$ cat config.mk
export PLATFORM = sky130hd
export DESIGN_NAME = alu_pipe
export DESIGN_NICKNAME = d
export VERILOG_FILES = /design/src/rtl/alu_pipe.sv
export SDC_FILE = /design/constraint.sdc
export NUM_CORES = 1
export LEC_CHECK = 0
export BUFFER_PORTS_ARGS = -buffer_cell sky130_fd_sc_hd__buf_2
export CAP_MARGIN = 5
export CORE_AREA = 5 5 106 108
export DETAILED_ROUTE_END_ITERATION = 8
export DIE_AREA = 0 0 111 113
export GPL_ROUTABILITY_DRIVEN = 0
export PLACE_DENSITY = 0.7
export SYNTH_ARGS = -nofsm -noshare
export SYNTH_HDL_FRONTEND = slang
export SYNTH_SLANG_ARGS = --single-unit
$ cat constraint.sdc
create_clock -name clk -period 3.6 [get_ports clk]
set_input_delay 0.36 -clock clk [delete_from_list [all_inputs] [get_ports clk]]
set_output_delay 0.36 -clock clk [all_outputs]
set_load 0.05 [all_outputs]
$ cat src/rtl/alu_pipe.sv
// alu_pipe: pipelined WIDTH-bit ALU with valid/ready on both sides.
// Stage 1 computes the result; stages 2..STAGES are delay registers.
//
// Ports:
//   clk, rst_n        clock (rising edge), async active-low reset
//   in_valid/in_ready input handshake; a, b, op, tag_in payload
//   out_valid/out_ready output handshake
//   result, carry, overflow, zero, illegal, tag_out  presented result
//
// Optional feature: define ALU_SAT_EN to build signed saturating
// add/sub on ops 12/13; otherwise those opcodes report illegal.
module alu_pipe #(
    parameter int WIDTH  = 16,
    parameter int STAGES = 2,
    parameter int TAG_W  = 4
) (
    input  logic             clk,
    input  logic             rst_n,
    input  logic             in_valid,
    output logic             in_ready,
    input  logic [WIDTH-1:0] a,
    input  logic [WIDTH-1:0] b,
    input  logic [3:0]       op,
    input  logic [TAG_W-1:0] tag_in,
    output logic             out_valid,
    input  logic             out_ready,
    output logic [WIDTH-1:0] result,
    output logic             carry,
    output logic             overflow,
    output logic             zero,
    output logic             illegal,
    output logic [TAG_W-1:0] tag_out
);

    localparam int M = WIDTH - 1;

    typedef struct packed {
        logic [WIDTH-1:0] res;
        logic             carry;
        logic             ovf;
        logic             zero;
        logic             ill;
        logic [TAG_W-1:0] tag;
    } st_t;

    st_t              d [STAGES];
    st_t              nx;
    logic [STAGES-1:0] v;
    logic [STAGES-1:0] ld;

    logic [WIDTH:0] sum;
    logic [WIDTH:0] dif;
    logic           add_ovf;
    logic           sub_ovf;

    assign sum     = {1'b0, a} + {1'b0, b};
    assign dif     = {1'b0, a} - {1'b0, b};
    assign add_ovf = (a[M] == b[M]) & (sum[M] != a[M]);
    assign sub_ovf = (a[M] != b[M]) & (dif[M] != a[M]);

`ifdef ALU_SAT_EN
    localparam logic [WIDTH-1:0] SMAX = {1'b0, {M{1'b1}}};
    localparam logic [WIDTH-1:0] SMIN = {1'b1, {M{1'b0}}};
`endif

    always_comb begin
        nx     = '0;
        nx.tag = tag_in;
        case (op)
            4'd0: begin
                nx.res   = sum[WIDTH-1:0];
                nx.carry = sum[WIDTH];
                nx.ovf   = add_ovf;
            end
            4'd1: begin
                nx.res   = dif[WIDTH-1:0];
                nx.carry = dif[WIDTH];
                nx.ovf   = sub_ovf;
            end
            4'd2: nx.res = a & b;
            4'd3: nx.res = a | b;
            4'd4: nx.res = a ^ b;
            4'd5: begin
                nx.res   = {a[M-1:0], 1'b0};
                nx.carry = a[M];
            end
            4'd6: begin
                nx.res   = {1'b0, a[M:1]};
                nx.carry = a[0];
            end
            4'd7: begin
                nx.res   = {a[M], a[M:1]};
                nx.carry = a[0];
            end
            4'd8: begin
                nx.res   = {a[M-1:0], a[M]};
                nx.carry = a[M];
            end
            4'd9: begin
                nx.res   = {a[0], a[M:1]};
                nx.carry = a[0];
            end
            4'd10: nx.res = {{M{1'b0}}, $signed(a) < $signed(b)};
            4'd11: nx.res = {{M{1'b0}}, a < b};
`ifdef ALU_SAT_EN
            // on overflow the sign of a gives the clamp direction
            4'd12: begin
                nx.res = add_ovf ? (a[M] ? SMIN : SMAX)
                                 : sum[WIDTH-1:0];
                nx.ovf = add_ovf;
            end
            4'd13: begin
                nx.res = sub_ovf ? (a[M] ? SMIN : SMAX)
                                 : dif[WIDTH-1:0];
                nx.ovf = sub_ovf;
            end
`endif
            default: nx.ill = 1'b1;
        endcase
        nx.zero = (nx.res == '0);
    end

    // A stage may load if it is empty or any stage after it is
    // empty or the consumer takes the head this cycle.
    always_comb begin : ready_chain
        logic r;
        ld = '0;
        r  = out_ready;
        for (int k = STAGES - 1; k >= 0; k--) begin
            ld[k] = ~v[k] | r;
            r     = ld[k];
        end
    end

    always_ff @(posedge clk or negedge rst_n) begin
        if (!rst_n) begin
            v <= '0;
            for (int k = 0; k < STAGES; k++) d[k] <= '0;
        end else begin
            if (ld[0]) begin
                v[0] <= in_valid;
                if (in_valid) d[0] <= nx;
            end
            for (int k = 1; k < STAGES; k++) begin
                if (ld[k]) begin
                    v[k] <= v[k-1];
                    if (v[k-1]) d[k] <= d[k-1];
                end
            end
        end
    end

    assign in_ready  = ld[0];
    assign out_valid = v[STAGES-1];
    assign result    = d[STAGES-1].res;
    assign carry     = d[STAGES-1].carry;
    assign overflow  = d[STAGES-1].ovf;
    assign zero      = d[STAGES-1].zero;
    assign illegal   = d[STAGES-1].ill;
    assign tag_out   = d[STAGES-1].tag;

endmodule

==> impl_results.md <==
* Share of cells above drive strength 1 at 21.1%
* Part of the cycle the worst path needs at 83.9%
* Syn_nets at 699
* Crit path launch type: input port
* Max-cap violations at 0
* Power Density at 395 nW/um^2
* Yosys top cell area share at 25.1%
* CP Class: input port to register
* IO buf count at 69
* Starting density of the core at 49.1%
* Vias per inst at 6.26
* Fillers at 1010
* Core box area at 10100 um^2
* Final worst path period need at 3.02 ns
* RSZ-0062 raised after global routing: no
* Synth Area per Inst at 8.26 um^2
* Hold crit path type: input port to asynchronous set/reset pin
* DIE HEIGHT at 113 um
* Psw at 0.923 mW
* Worst Path Buf+Inv at 2
* Worst VDD drop at 0.267 mV
* Int Power at 1.21 mW
* Max stage delay cell, worst path: a211oi_1
* Post-CTS Hold Fix Bufs at 0
* F_max at 331 MHz
* Stages on worst setup path at 13
* Initial antenna violation count at 0
* CP delay by family, top: compound AO/OA/AOI/OAI gates
* Most frequent cells in the layout: buf_2 (69), ha_1 (50), dfrtp_1 (50)
* CP Capture Type: register
* Final setup margin at 0.581 ns
* Clk sinks at 50
* Slowest stage delay, CP at 0.54 ns
* Wire length on met3 at 999 um
* Register area share after synthesis at 25.1%
* Synth Instances at 603
* Slew headroom at 18.8%
* R2r setup slk at 1.55 ns
* Number of synthesized register bits at 50
* Post-CTS Resized at 0
* Number of placement rows at 37
* Diodes inserted at 0
* Pre-CTS setup slack at 0.320 ns
* CTS tree: yes
* Wire per inst at 18.2 um
* Metal-1 WL at 6170 um
* WL met2 at 6600 um
* CP max FO at 5
* Run status: finished, final reports clean
* Worst r2r dst: d[29]
* Skew final at 0.00391 ns
* Vias in the first global route at 4651
* CP dominant cell by count: a211oi_1
* Synth-to-Final Area Change at 8.14%
* Largest net degree at the start of global routing at 51
* HPWL Detailed at 10600 um
* Global-route wire length before repair at 22900 um
* CTS Buf Count at 5
* Slew Viols, Final at 0
* Final setup viols at 0
* Ys async rst share at 100%
* Synth unique cells at 68
* Clock Latency Late Sink at 0.29 ns
* Final #Nets at 726
* DR top layer: met4
* Cell Chain, Critical Path: buf_2, ha_1, inv_1, fa_1, nand2b_1, a21o_1, a211oi_1, o31ai_1, a211oi_1, mux2i_1, a21oi_1, nand4_1, o21ai_1
* Worst r2r src: v[0]
* Sw Share at 43.4%
* Reg clk slew, reported paths at 0.08 ns
* Main flop type after synthesis: dfrtp_1
* Part of the power in the clock network at 17.0%
* Sequential share of power at 35.4%
* Final Hold Viols at 0
* Least-Margin Pin Slew at 1.21 ns
* Worst reg2reg path depth at 9
* Vias at 4805
* Grt ovf at 0
* Clock Tree Root: clkbuf_8
* Mapped Area at 4980 um^2
* Area leader, netlist: dfrtp_1
* Leakage at 2.45 nW
* Number of placed I/O pins at 70
* GRT Util Overall at 21.6%
* Post-synth EDFFs at 0
* Critical Path RT at 3.82 ns
* Antenna-violating nets left at 0
* Clock Path Buffers at 2
* WL final at 13900 um
* Setup TNS at 0 ns
* WP data arrival at 3.24 ns
* Yosys warning count at 0
* Detailed-route DRC error count at 0
* Commonest non-fill, non-tap cell in the layout: buf_2
* H-tree depth at 2
* Die area at 12500 um^2
* Comb pwr share at 47.6%
* First-pass DRT Iterations at 5
* 1st-iter DRT viols at 525
* Chip width at 111 um
* Post-CTS Setup Bufs at 0
* Ranking of synthesized cells by area: dfrtp_1 (25%), ha_1 (13%), mux2_2 (7.7%), o21ai_0 (3.8%), inv_1 (3.5%)
-- layer usage --
metal  GRT usage [%]  vias to the layer above
met5               0                        -
met1            29.3                     2333
met2            35.9                      202
met3            3.42                       21
met4            6.32                        0
li1                -                     2249
-- area by class of cell --
class / count / area, um^2 / area share, %
clock buffers: 8 / 110 / 2.05
inverters: 47 / 176 / 3.28
multi-input cells: 447 / 3260 / 60.5
flip-flops and latches: 50 / 1250 / 23.2
well taps: 136 / 170 / 3.16
repair buffers: 79 / 420 / 7.81
-- power by group through the flow --
| stage | clock network, mW | logic [mW] | registers, mW |
|---|---|---|---|
| after global placement | 0 | 0.986 | 0.756 |
| after floorplan | 0 | 0.826 | 0.770 |
| after CTS | 0.372 | 1.01 | 0.754 |
| final | 0.362 | 1.01 | 0.753 |
| after detailed placement | 0 | 1.00 | 0.766 |
| after global routing | 0.397 | 1.09 | 0.772 |
-- cell usage after synthesis (4+ instances only) --
| cell | n |
|---|---|
| a211oi_1 | 12 |
| clkbuf_1 | 28 |
| o21a_1 | 6 |
| ha_1 | 50 |
| o211ai_1 | 4 |
| o21ai_0 | 38 |
| a221o_1 | 14 |
| a31oi_1 | 8 |
| nand2_1 | 45 |
| buf_2 | 9 |
| nand3_1 | 6 |
| nand2b_1 | 11 |
| a221oi_1 | 7 |
| a21o_1 | 6 |
| nor2b_1 | 6 |
| nor3_1 | 15 |
| buf_4 | 20 |
| mux2_2 | 34 |
| a22oi_1 | 11 |
| a21oi_1 | 33 |
| o31ai_1 | 6 |
| inv_1 | 46 |
| dfrtp_1 | 50 |
| nor4_1 | 11 |
| nor2_1 | 46 |
| o22ai_1 | 9 |
-- through the flow --
stage | power [mW] | util, % | std cells | instance area [um^2] | hold slack, ns
2_1_floorplan | 1.60 | - | 603 | 4980 | 0.0644
3_3_place_gp | 1.74 | 52.0 | 759 | 5270 | 0.461
3_5_place_dp | 1.77 | 52.0 | 759 | 5270 | 0.476
4_1_cts | 2.13 | 53.1 | 767 | 5380 | 0.275
5_1_grt | 2.26 | 53.1 | 767 | 5380 | 0.283
6_report | 2.13 | 53.1 | 767 | 5380 | 0.254
-- worst max-delay path by stage --
stage | startpoint | to | slack (ns)
after floorplan | a[1] | d[30] | 0.92
after global placement | a[0] | d[29] | 0.39
after detailed placement | a[1] | d[29] | 0.32
after CTS | a[1] | d[29] | 0.61
after global routing | a[1] | d[29] | 0.40
final | a[0] | d[29] | 0.58
-- kinds of logic after synthesis --
group / Yosys count / synth area share, %
AO/OA/AOI/OAI: 193 / 27.2
XOR/XNOR: 1 / 0.176
adder cells (fa/ha/maj): 52 / 13.4
buffers and inverters: 106 / 9.73
flip-flops: 50 / 25.1
multiplexers: 37 / 8.29
AND/OR/NAND/NOR: 164 / 16.1
-- sequential cells by signal, summed over array words and instances (netlist names) --
name,cells
v,2
zero,1
result,16
d,24
overflow,1
illegal,1
tag_out,4
carry,1
No activity file was read; power rests on OpenSTA's default activity.
